==> src/rtl/pe_pkg.sv <==
// rtl/pe_pkg.sv - shared op codes, sequencer states and default widths for the PE sequencer
package pe_pkg;

    // Operation selector shared by the sequencer, the PE and the offset generator
    typedef enum logic [1:0] {
        OP_GEMM = 2'b00,
        OP_DIV  = 2'b01,
        OP_EXP  = 2'b10,
        OP_LOG  = 2'b11
    } uno_op_t;

    // Sequencer states: one request walks IDLE -> LOAD -> RUN -> DRAIN -> RESP -> IDLE
    typedef enum logic [2:0] {
        IDLE  = 3'd0,
        LOAD  = 3'd1,
        RUN   = 3'd2,
        DRAIN = 3'd3,
        RESP  = 3'd4
    } seq_state_t;

    localparam int MUL_BW_DEF   = 16;
    localparam int ACC_BW_DEF   = 32;
    localparam int LEN_BW_DEF   = 8;
    localparam int PIPE_LAT_DEF = 2;

    localparam int PERF_BW = 32;

endpackage

==> src/rtl/pe_uno_perf_cnt.sv <==
// rtl/pe_uno_perf_cnt.sv - 32-bit saturating event counter for sequencer statistics
module pe_uno_perf_cnt (
    input  logic        clk,
    input  logic        rst_n,
    input  logic        inc,
    output logic [31:0] count
);

    // Count one per qualifying cycle and stick at all-ones instead of wrapping
    always_ff @(posedge clk or negedge rst_n) begin
        if (!rst_n) begin
            count <= 32'd0;
        end else if (inc && (count != 32'hFFFF_FFFF)) begin
            count <= count + 32'd1;
        end
    end

endmodule

==> src/rtl/pe_uno_seq.sv <==
// rtl/pe_uno_seq.sv - single-request GEMM/unary op sequencer for one PE (optional PE_UNO_SEQ_PERF_EN counters)
module pe_uno_seq
    import pe_pkg::*;
#(
    parameter int MUL_BW   = MUL_BW_DEF,
    parameter int ACC_BW   = ACC_BW_DEF,
    parameter int LEN_BW   = LEN_BW_DEF,
    parameter int PIPE_LAT = PIPE_LAT_DEF
) (
    input  logic              clk,
    input  logic              rst_n,
    input  logic              req_valid_i,
    output logic              req_ready_o,
    input  logic [1:0]        req_op_i,
    input  logic [MUL_BW-1:0] req_x_i,
    input  logic [LEN_BW-1:0] req_len_i,
    output logic [1:0]        pe_op_o,
    output logic [MUL_BW-1:0] pe_x_o,
    output logic              pe_clr_o,
    output logic              pe_en_o,
    output logic [LEN_BW-1:0] pe_idx_o,
    input  logic [ACC_BW-1:0] pe_acc_i,
    output logic              resp_valid_o,
    input  logic              resp_ready_i,
    output logic [1:0]        resp_op_o,
    output logic [ACC_BW-1:0] resp_data_o,
    output logic              busy_o
`ifdef PE_UNO_SEQ_PERF_EN
    ,
    output logic [31:0]       perf_ops_o,
    output logic [31:0]       perf_busy_o
`endif
);

    localparam logic [LEN_BW-1:0] LEN_ONE    = {{(LEN_BW-1){1'b0}}, 1'b1};
    localparam logic [LEN_BW-1:0] LEN_ZERO   = '0;
    localparam logic [3:0]        DRAIN_INIT = 4'(PIPE_LAT - 1);

    seq_state_t        state;
    logic [LEN_BW-1:0] len_q;
    logic [LEN_BW-1:0] cnt;
    logic [3:0]        dcnt;

    // The iteration counter doubles as the coefficient/bitstream index; it is zero outside RUN
    assign pe_idx_o = cnt;

    // State register decodes straight to busy so it drops together with the async reset
    assign busy_o = (state != IDLE);

    // Sequencer FSM: all PE-facing and handshake outputs are registered here
    always_ff @(posedge clk or negedge rst_n) begin
        if (!rst_n) begin
            state        <= IDLE;
            req_ready_o  <= 1'b1;
            len_q        <= LEN_ZERO;
            cnt          <= LEN_ZERO;
            dcnt         <= 4'd0;
            pe_op_o      <= 2'b00;
            pe_x_o       <= '0;
            pe_clr_o     <= 1'b0;
            pe_en_o      <= 1'b0;
            resp_valid_o <= 1'b0;
            resp_op_o    <= 2'b00;
            resp_data_o  <= '0;
        end else begin
            case (state)
                IDLE: begin
                    if (req_valid_i && req_ready_o) begin
                        // A zero length still runs one MAC step so the PE always sees an enable
                        len_q       <= (req_len_i == LEN_ZERO) ? LEN_ONE : req_len_i;
                        cnt         <= LEN_ZERO;
                        pe_op_o     <= req_op_i;
                        pe_x_o      <= req_x_i;
                        pe_clr_o    <= 1'b1;
                        req_ready_o <= 1'b0;
                        state       <= LOAD;
                    end
                end

                LOAD: begin
                    // Clear cycle lets the registered offset generator settle on the new operand
                    pe_clr_o <= 1'b0;
                    pe_en_o  <= 1'b1;
                    state    <= RUN;
                end

                RUN: begin
                    // Compare against len-1 so len = 2^LEN_BW-1 finishes before cnt could wrap
                    if (cnt == (len_q - LEN_ONE)) begin
                        pe_en_o <= 1'b0;
                        cnt     <= LEN_ZERO;
                        dcnt    <= DRAIN_INIT;
                        state   <= DRAIN;
                    end else begin
                        cnt <= cnt + LEN_ONE;
                    end
                end

                DRAIN: begin
                    // Wait for the last MAC step to reach the accumulator, then snapshot it
                    if (dcnt == 4'd0) begin
                        resp_data_o  <= pe_acc_i;
                        resp_op_o    <= pe_op_o;
                        resp_valid_o <= 1'b1;
                        pe_op_o      <= 2'b00;
                        pe_x_o       <= '0;
                        state        <= RESP;
                    end else begin
                        dcnt <= dcnt - 4'd1;
                    end
                end

                RESP: begin
                    // Result is held until the consumer takes it; no new request overlaps it
                    if (resp_ready_i) begin
                        resp_valid_o <= 1'b0;
                        req_ready_o  <= 1'b1;
                        state        <= IDLE;
                    end
                end

                default: begin
                    state        <= IDLE;
                    req_ready_o  <= 1'b1;
                    pe_clr_o     <= 1'b0;
                    pe_en_o      <= 1'b0;
                    resp_valid_o <= 1'b0;
                end
            endcase
        end
    end

`ifdef PE_UNO_SEQ_PERF_EN
    logic resp_fire;

    // A completed op is counted on its response handshake
    assign resp_fire = (state == RESP) && resp_ready_i;

    pe_uno_perf_cnt u_perf_ops (
        .clk   (clk),
        .rst_n (rst_n),
        .inc   (resp_fire),
        .count (perf_ops_o)
    );

    pe_uno_perf_cnt u_perf_busy (
        .clk   (clk),
        .rst_n (rst_n),
        .inc   (busy_o),
        .count (perf_busy_o)
    );
`endif

endmodule

==> config.mk <==
export PLATFORM = sky130hd
export DESIGN_NAME = pe_uno_seq
export DESIGN_NICKNAME = d
export VERILOG_FILES = /design/src/rtl/pe_pkg.sv /design/src/rtl/pe_uno_perf_cnt.sv /design/src/rtl/pe_uno_seq.sv
export SDC_FILE = /design/constraint.sdc
export NUM_CORES = 1
export LEC_CHECK = 0
export ABC_AREA = 1
export CORE_ASPECT_RATIO = 1.75
export CORE_UTILIZATION = 35
export CTS_CLUSTER_SIZE = 14
export DETAILED_ROUTE_END_ITERATION = 8
export MAX_ROUTING_LAYER = met4
export SYNTH_ARGS = -nofsm -noshare
export SYNTH_HDL_FRONTEND = slang
export SYNTH_SLANG_ARGS = --single-unit
==> constraint.sdc <==
create_clock -name clk -period 2.94 [get_ports clk]
set_clock_uncertainty 0.15 [all_clocks]
set_input_delay 0.441 -clock clk [delete_from_list [all_inputs] [get_ports clk]]
set_output_delay 0.441 -clock clk [all_outputs]
set_load 0.01 [all_outputs]
Word-level counts from Yosys, hierarchy flattened

Index checks and enable logic that the tools add are counted.

Bits in registers: 79
Bits in latches: 0
Memory bits (writable): 0
Memory bits (read-only): 0
Input bits: 62
Output and inout bits: 65
Memories: 0

Add/subtract/negate cells: 3
$mul: 0
Divide/modulo/power cells: 0
Magnitude comparators: 0
Equality and inequality tests: 10
Shifts and indexed selects: 0
Muxes and demuxes: 28
Bitwise operators: 4
Reduce and logical (&&, ||, !) cells: 22

Operator list:

| cell                                             | number |
|---|---|
| 2-to-1 mux 16 bit                                | 2 |
| case mux 16 bit (2 select lines)                 | 1 |
| 2-to-1 mux 8 bit                                 | 3 |
| case mux 8 bit (2 select lines)                  | 1 |
| case mux 3 bit (5 select lines)                  | 1 |
| 2-to-1 mux 3 bit                                 | 4 |
| AND reduction 3 bit                              | 4 |
| OR reduction 3 bit                               | 4 |
| != test 2 bit, second input constant             | 5 |
| AND reduction 2 bit                              | 5 |
| case mux 1 bit (3 select lines)                  | 3 |
| adder 8 x 1 -> 8 bit, second input constant      | 1 |
| == test 8 bit                                    | 1 |
| logical NOT 8 bit                                | 1 |
| 2-to-1 mux 4 bit                                 | 2 |
| case mux 4 bit (2 select lines)                  | 1 |
| subtractor 8 x 1 -> 8 bit, second input constant | 1 |
| == test 3 x 2 -> 1 bit, second input constant    | 2 |
| 2-to-1 mux 1 bit                                 | 6 |
| nonzero test 2 bit                               | 3 |
| logical NOT 4 bit                                | 1 |
| 2-to-1 mux 2 bit                                 | 2 |
| inverter 1 bit                                   | 4 |
| case mux 2 bit (2 select lines)                  | 1 |
| other kinds (8)                                  | 8 |

Logic depth before layout (Yosys ltp)

Gate-level depths: netlist of the first run.

Depth in word-level cells: 4
Mapped depth: 15

Worst setup path before layout of the first run

Ideal clock, no wire load.

Path type: reg-to-reg
From: register len_q[0]
To: register state[1]
Library setup time: 0.131 ns
Arrival time: 1.544 ns
Required time: 2.659 ns
Slack: 1.115 ns
Cell stages (with the launch flop): 14
Period minus slack after synthesis: 1.825 ns
Cell sequence: dfrtp_1 -> inv_1 -> ha_1 -> inv_1 -> nand2_1 -> nand2_1 -> nand2_1 -> nor2_1 -> nand3_1 -> nor2_1 -> nand2_1 -> nand2_2 -> buf_6 -> o211ai_1

Cells in the longest elaborated chain, start to end: 4

RTL lines:

| item                          | RTL line          | source |
|---|---|---|
| from (decl)                   | pe_uno_seq.sv:40  | `logic [LEN_BW-1:0] len_q;` |
| from (signal assigned)        | pe_uno_seq.sv:70  | `len_q <= (req_len_i == LEN_ZERO) ? LEN_ONE : req_len_i;` |
| subtractor 8 x 1 -> 8 bit     | pe_uno_seq.sv:89  | `if (cnt == (len_q - LEN_ONE)) begin` |
| == test 8 bit                 | pe_uno_seq.sv:89  |  |
| != test 2 bit (no line)       | --                |  |
| AND reduction 4 bit (no line) | --                |  |
| to (signal assigned)          | pe_uno_seq.sv:84  | `state <= RUN;` |
| to (signal assigned)          | pe_uno_seq.sv:93  | `state <= DRAIN;` |
| to (signal assigned)          | pe_uno_seq.sv:107 | `state <= RESP;` |
| to (decl)                     | pe_uno_seq.sv:39  | `seq_state_t state;` |

Every way passes these cells.
A chain may end at the register's enable or synchronous reset.

Final worst setup path of the first run

From: register state[2]
To: output port busy_o

Cells in the longest elaborated chain, start to end: 1

RTL lines:

| item                   | RTL line         | source |
|---|---|---|
| from (signal assigned) | pe_uno_seq.sv:53 | `state <= IDLE;` |
| from (signal assigned) | pe_uno_seq.sv:76 | `state <= LOAD;` |
| from (signal assigned) | pe_uno_seq.sv:84 |  |
| nonzero test 3 bit     | pe_uno_seq.sv:48 | `assign busy_o = (state != IDLE);` |
| to (decl)              | pe_uno_seq.sv:27 | `output logic busy_o` |

Every way passes these cells.

==> results of run 1 <==
report_power, final:
group	leakage [nW]	switching [W]	internal, W
Clock	0.149	0.000409	0.000762
Combinational	1.41	0.00132	0.00116
Sequential	1.00	0.000341	0.00154
Total	2.56	0.00207	0.00346
cell usage after synthesis:
library cell  instances
a2111oi_0             1
a211oi_1              1
a21oi_1               8
buf_2                 7
buf_6                 1
clkbuf_1              6
dfrtp_1              78
dfstp_2               1
ha_1                  4
inv_1                31
inv_2                 4
nand2_1             201
nand2_2               3
nand3_1              30
nand4_1               1
nor2_1               21
nor2_2                4
nor2_4                2
nor3_1                5
nor3_2                1
nor3_4                1
nor4_1                1
o211ai_1              1
o21a_1                1
o21ai_0              14
o21ai_1               2
o22ai_1               3
xnor2_1               3
xor2_1                7
cell type report:
cell class | count | share of cell area (%)
inverters | 35 | 2.47
multi-input cells | 315 | 26.7
repair buffers | 134 | 24.8
well taps | 125 | 2.94
flip-flops and latches | 79 | 37.2
clock buffers | 12 | 4.63
clock inverters | 3 | 1.27
metrics by stage:
step	util (%)	cells
final	53.7	703
after global routing	53.7	703
after CTS	53.7	703
after detailed placement	50.4	687
after global placement	50.4	687
after floorplan	-	443
logic make-up after synthesis:
logic type,Yosys count
fa+ha+maj,4
xor+xnor,10
simple gates,270
compound gates,31
buf+inv,49
flops,79
routing by layer:
| layer | vias to the layer above | share of wire, % |
|---|---|---|
| li1 | 1636 | - |
| met1 | 1543 | 40 |
| met2 | 98 | 52 |
| met3 | 21 | 4.1 |
| met4 | 0 | 3.0 |
| met5 | - | 0 |
sequential cells by signal (all words and copies together), names as in the netlist, 2 cells and up:
register / cells
dcnt: 4
resp_op_o: 2
len_q: 8
resp_data_o: 32
state: 3
pe_x_o: 16
pe_op_o: 2
pe_idx_o: 8
worst max-delay path by stage:
stage	to	slack (ns)
after global routing	dcnt[1]$_DFFE_PN0P_	0.59
final	busy_o	0.68
after global placement	len_q[0]$_DFFE_PN0P_	0.84
after detailed placement	len_q[0]$_DFFE_PN0P_	0.83
after CTS	busy_o	0.66
after floorplan	state[1]$_DFFE_PN0P_	1.11
cell usage in the layout (no fill, tap or decap), types with 5 or more instances in the layout:
| master | n |
|---|---|
| clkdlybuf4s50_1 | 125 |
| clkbuf_16 | 9 |
| nand3_1 | 30 |
| buf_4 | 8 |
| nand2_1 | 201 |
| nor2_1 | 21 |
| a21oi_1 | 8 |
| inv_1 | 31 |
| xor2_1 | 7 |
| dfrtp_1 | 78 |
| nor3_1 | 5 |
| o21ai_0 | 14 |
critical path, stage by stage (launching register included):
cell,delay (ns)
dfrtp_1,0.50
inv_1,0.13
nand2_2,0.14
clkdlybuf4s50_1,0.57
repair_timing:
item                      in CTS  in global routing
hold endpoints to repair      40                  0
hold buffers                   1                  0
buffers inserted               0                  0
==> impl_metrics.tcl, run 1 <==
set metrics [dict create \
    status "finished, final reports clean" \
    nNetsFinal 640 \
    start_util_pct 36.3 \
    fillers 965 \
    worst_pin_slew_ns 0.644 \
    cts-root-buf "clkbuf_16" \
    wl_um 9730 \
    timing.final.ws_setup_ns 0.679 \
    yosys_warnings 0 \
    multiInputGateArea_um2 1420 \
    start_kind "flop" \
    yosys.area_share.simple_pct 30.9 \
    ir_drop_mv 0.473 \
    htree_levels 3 \
    use_met1_pct 21.0 \
    insertion_delay_ns 0.33 \
    pin_count 127 \
    synth_compound_area_share_pct 4.73 \
    hold_viol_final 0 \
    critPathMaxFanout 7 \
    powerDensity_nw_per_um2 1040 \
    die_w_um 78.7 \
    cts_num_sinks 79 \
    hp-start "resp_data_o[26]$_DFFE_PN0P_" \
    gr-usage-met3_pct 5.17 \
    first_pass_iters 4 \
    cts_made_buffers 9 \
    drc 0 \
    antenna_found_initial 0 \
    regArea_um2 1980 \
    cts_tree "built" \
    grt.busiest_layer "met2" \
    drt_iter0_markers 167 \
    hold_path_class "flop to flop" \
    io_buffer_count 126 \
    postRouteAntennaNets 0 \
    synth.area.mux_share_pct 0 \
    ys_types 29 \
    arrival_ns 1.67 \
    rrSetupSlack_ns 0.84 \
    synth_xor_area_share_pct 2.43 \
    finalSetupViolations 0 \
    max_cap_viol_count 0 \
    slew_viol_final 0 \
    syn_area_um2 3600 \
    rows 48 \
    holdWs_ns 0.320 \
    critical_path_class "flop to output pin" \
    hold_end "resp_data_o[26]$_DFFE_PN0P_" \
    grt_pass1_wl_um 15900 \
    finalCriticalPeriod_ns 2.26 \
    yosysTopAreaCell "dfrtp_1" \
    cp.required_ns 2.35 \
    hpwl_um 7400 \
    yosys.area_share.adder_pct 1.39 \
    power_w 0.00553 \
    power_leakage_nw 2.56 \
    reg2reg_from "len_q[0]$_DFFE_PN0P_" \
    r2r_cells 15 \
    yosys_register_bits 79 \
    syn_area_per_cell_um2 8.13 \
    cp-startpoint "state[2]$_DFFE_PN0P_" \
    synth_nets 509 \
    n_antenna_cell 0 \
    die-area_um2 10700 \
    max_freq_mhz 442 \
    overflow 0 \
    period_share_pct 76.9 \
    cp-end-kind "output pin" \
    placed_area_um2 5000 \
    drive_gt1_share_pct 6.40 \
    fin_area_um2 5320 \
    r2r-end "dcnt[1]$_DFFE_PN0P_" \
    grtUsageMet2_pct 34.7 \
    clkTransAtPathRegs_ns 0.06 \
    holdPathStages 2 \
    die_y_um 136 \
    coreArea_um2 9910 \
    viasPerCell 4.69 \
    grt_pass1_vias 3400 \
    synth_top_family_by_area "simple AND/OR/NAND/NOR gates" \
    netlist_instances 443 \
    place_ws_ns 0.835 \
    cts-resized-gates 0 \
    synth.top_cell.area_share_pct 54.2 \
    grt_use_total_pct 20.1 \
    routedWlPerCell_um 13.8 \
    synth_area_leaders "dfrtp_1 54%, nand2_1 21%, nand3_1 4.2%" \
    grt_max_degree 43 \
    vias 3298 \
    synth_seq_area_share_pct 55.0 \
    max-slew-margin-rel_pct 57.1 \
    gp_congestion 0.820 \
    ctsLongestPathBuffers 2 \
    setup_tns_ns 0 \
    rsz0062_at_grt "false" \
    syn_to_final_growth_pct 47.9 \
]
(Power assumes the default switching activity.)
==> inputs of run 2 (changes only) <==
==> constraint.sdc (replaced) <==
create_clock -name clk -period 2.3 [get_ports clk]
set_clock_uncertainty 0.15 [all_clocks]
set_input_delay 0.345 -clock clk [delete_from_list [all_inputs] [get_ports clk]]
set_output_delay 0.345 -clock clk [all_outputs]
set_load 0.01 [all_outputs]
==> impl_metrics.tcl, run 2 (synthesis results as in run 1) <==
set metrics [dict create \
    max_freq_mhz 459 \
    period_share_pct 94.6 \
    worst_pin_slew_ns 0.519 \
    powerDensity_nw_per_um2 1340 \
    critPathMaxFanout 7 \
    finalSetupViolations 0 \
    overflow 0 \
    start_kind "flop" \
    reg2reg_from "len_q[0]$_DFFE_PN0P_" \
    cp-end-kind "output pin" \
    die_y_um 136 \
    ctsLongestPathBuffers 2 \
    placed_area_um2 5020 \
    arrival_ns 1.68 \
    post_cts_buffers 0 \
    grt_pass1_vias 3357 \
    syn_to_final_growth_pct 49.6 \
    cp.required_ns 1.80 \
    viasPerCell 4.68 \
    die-area_um2 10700 \
    io_buffer_count 126 \
    dp.cells 687 \
    htree_levels 3 \
    r2r_cells 14 \
    cts_num_sinks 79 \
    nNetsFinal 640 \
    rrSetupSlack_ns 0.28 \
    largest-register "resp_data_o" \
    start_util_pct 36.3 \
    grt_max_degree 56 \
    die_w_um 78.7 \
    cts-root-buf "clkbuf_16" \
    r2r-end "dcnt[3]$_DFFE_PN0P_" \
    slew_viol_final 0 \
    wl_um 9490 \
    ir_drop_mv 0.674 \
    cts_tree "built" \
    max-slew-margin-rel_pct 65.2 \
    power_leakage_nw 2.59 \
    first_pass_iters 4 \
    drt_iter0_markers 100 \
    finalCriticalPeriod_ns 2.18 \
    grt_use_total_pct 19.3 \
    status "finished, final reports clean" \
    gp_congestion 0.813 \
    drc 0 \
    fin_area_um2 5380 \
    crit_path_end "busy_o" \
    pin_count 127 \
    final_common_cell "nand2_1" \
    n_antenna_cell 0 \
    cts_made_buffers 9 \
    coreArea_um2 9910 \
    cp-startpoint "state[2]$_DFFE_PN0P_" \
    vias 3296 \
    fin_cells 704 \
    reg_top3 "resp_data_o: 32 flops, pe_x_o: 16 flops" \
    hpwl_um 7020 \
    critical_path_class "flop to output pin" \
    largest_reg_flops 32 \
    final_core_utilization_pct 54.3 \
    insertion_delay_ns 0.33 \
    final_cell_mix "201 x nand2_1, 125 x clkdlybuf4s50_1, 78 x dfrtp_1, 31 x inv_1, 30 x nand3_1" \
    clkTransAtPathRegs_ns 0.06 \
    rows 48 \
    hold_path_class "input port to async pin" \
    antenna_found_initial 0 \
    drive_gt1_share_pct 6.91 \
    routedWlPerCell_um 13.5 \
    hold_viol_final 0 \
    setup_tns_ns 0 \
    postRouteAntennaNets 0 \
    grt_pass1_wl_um 15500 \
    max_cap_viol_count 0 \
]
run 2: layout make-up:
type                            instances  area (um2)
Multi-Input combinational cell        315        1430
Sequential cell                        79        1980
Inverter                               35         131
Fill cell                             971        4530
Timing Repair Buffer                  134        1350
Clock buffer                            9         225
Clock inverter                          7         120
Tap cell                              125         156
run 2: repair_timing:
item                       CTS  global route
setup endpoints to repair    0             5
gates resized for setup      0             1
hold buffers                 1             0
hold endpoints to repair    24             0
run 2: critical path, stage by stage, from the launching register on:
cell             delay (ns)
dfrtp_1                0.51
inv_1                  0.13
nand2_2                0.14
clkdlybuf4s50_1        0.57
run 2: where the power goes:
group          total (W)  switching, W  internal (W)
Clock            0.00163      0.000568       0.00106
Sequential       0.00241      0.000437       0.00197
Combinational    0.00319       0.00168       0.00151
run 2: layer usage:
metal	track usage, %	wire length, um	up-vias
met5	-	0	-
met4	7.41	240	0
met3	3.83	473	19
met2	33.7	4960	110
met1	21.3	3810	1525
li1	-	-	1642
run 2: per-stage QoR:
stage	hold slack, ns	setup WS [ns]	total power (W)
floorplan	-0.101	0.475	0.00411
global placement	0.124	0.292	0.00557
detailed placement	0.131	0.190	0.00564
CTS	0.311	0.0999	0.00731
global route	0.333	-0.0130	0.00775
finish	0.315	0.124	0.00723
run 2: worst min path at each step:
stage,from,to,slack [ns],cells after the start
after floorplan,rst_n,dcnt[0]$_DFFE_PN0P_,-0.10,0
after global placement,rst_n,resp_data_o[20]$_DFFE_PN0P_,0.12,1
after detailed placement,rst_n,resp_data_o[20]$_DFFE_PN0P_,0.13,1
after CTS,rst_n,resp_data_o[20]$_DFFE_PN0P_,0.31,2
after global routing,rst_n,resp_data_o[15]$_DFFE_PN0P_,0.33,2
final,rst_n,resp_data_o[15]$_DFFE_PN0P_,0.31,2
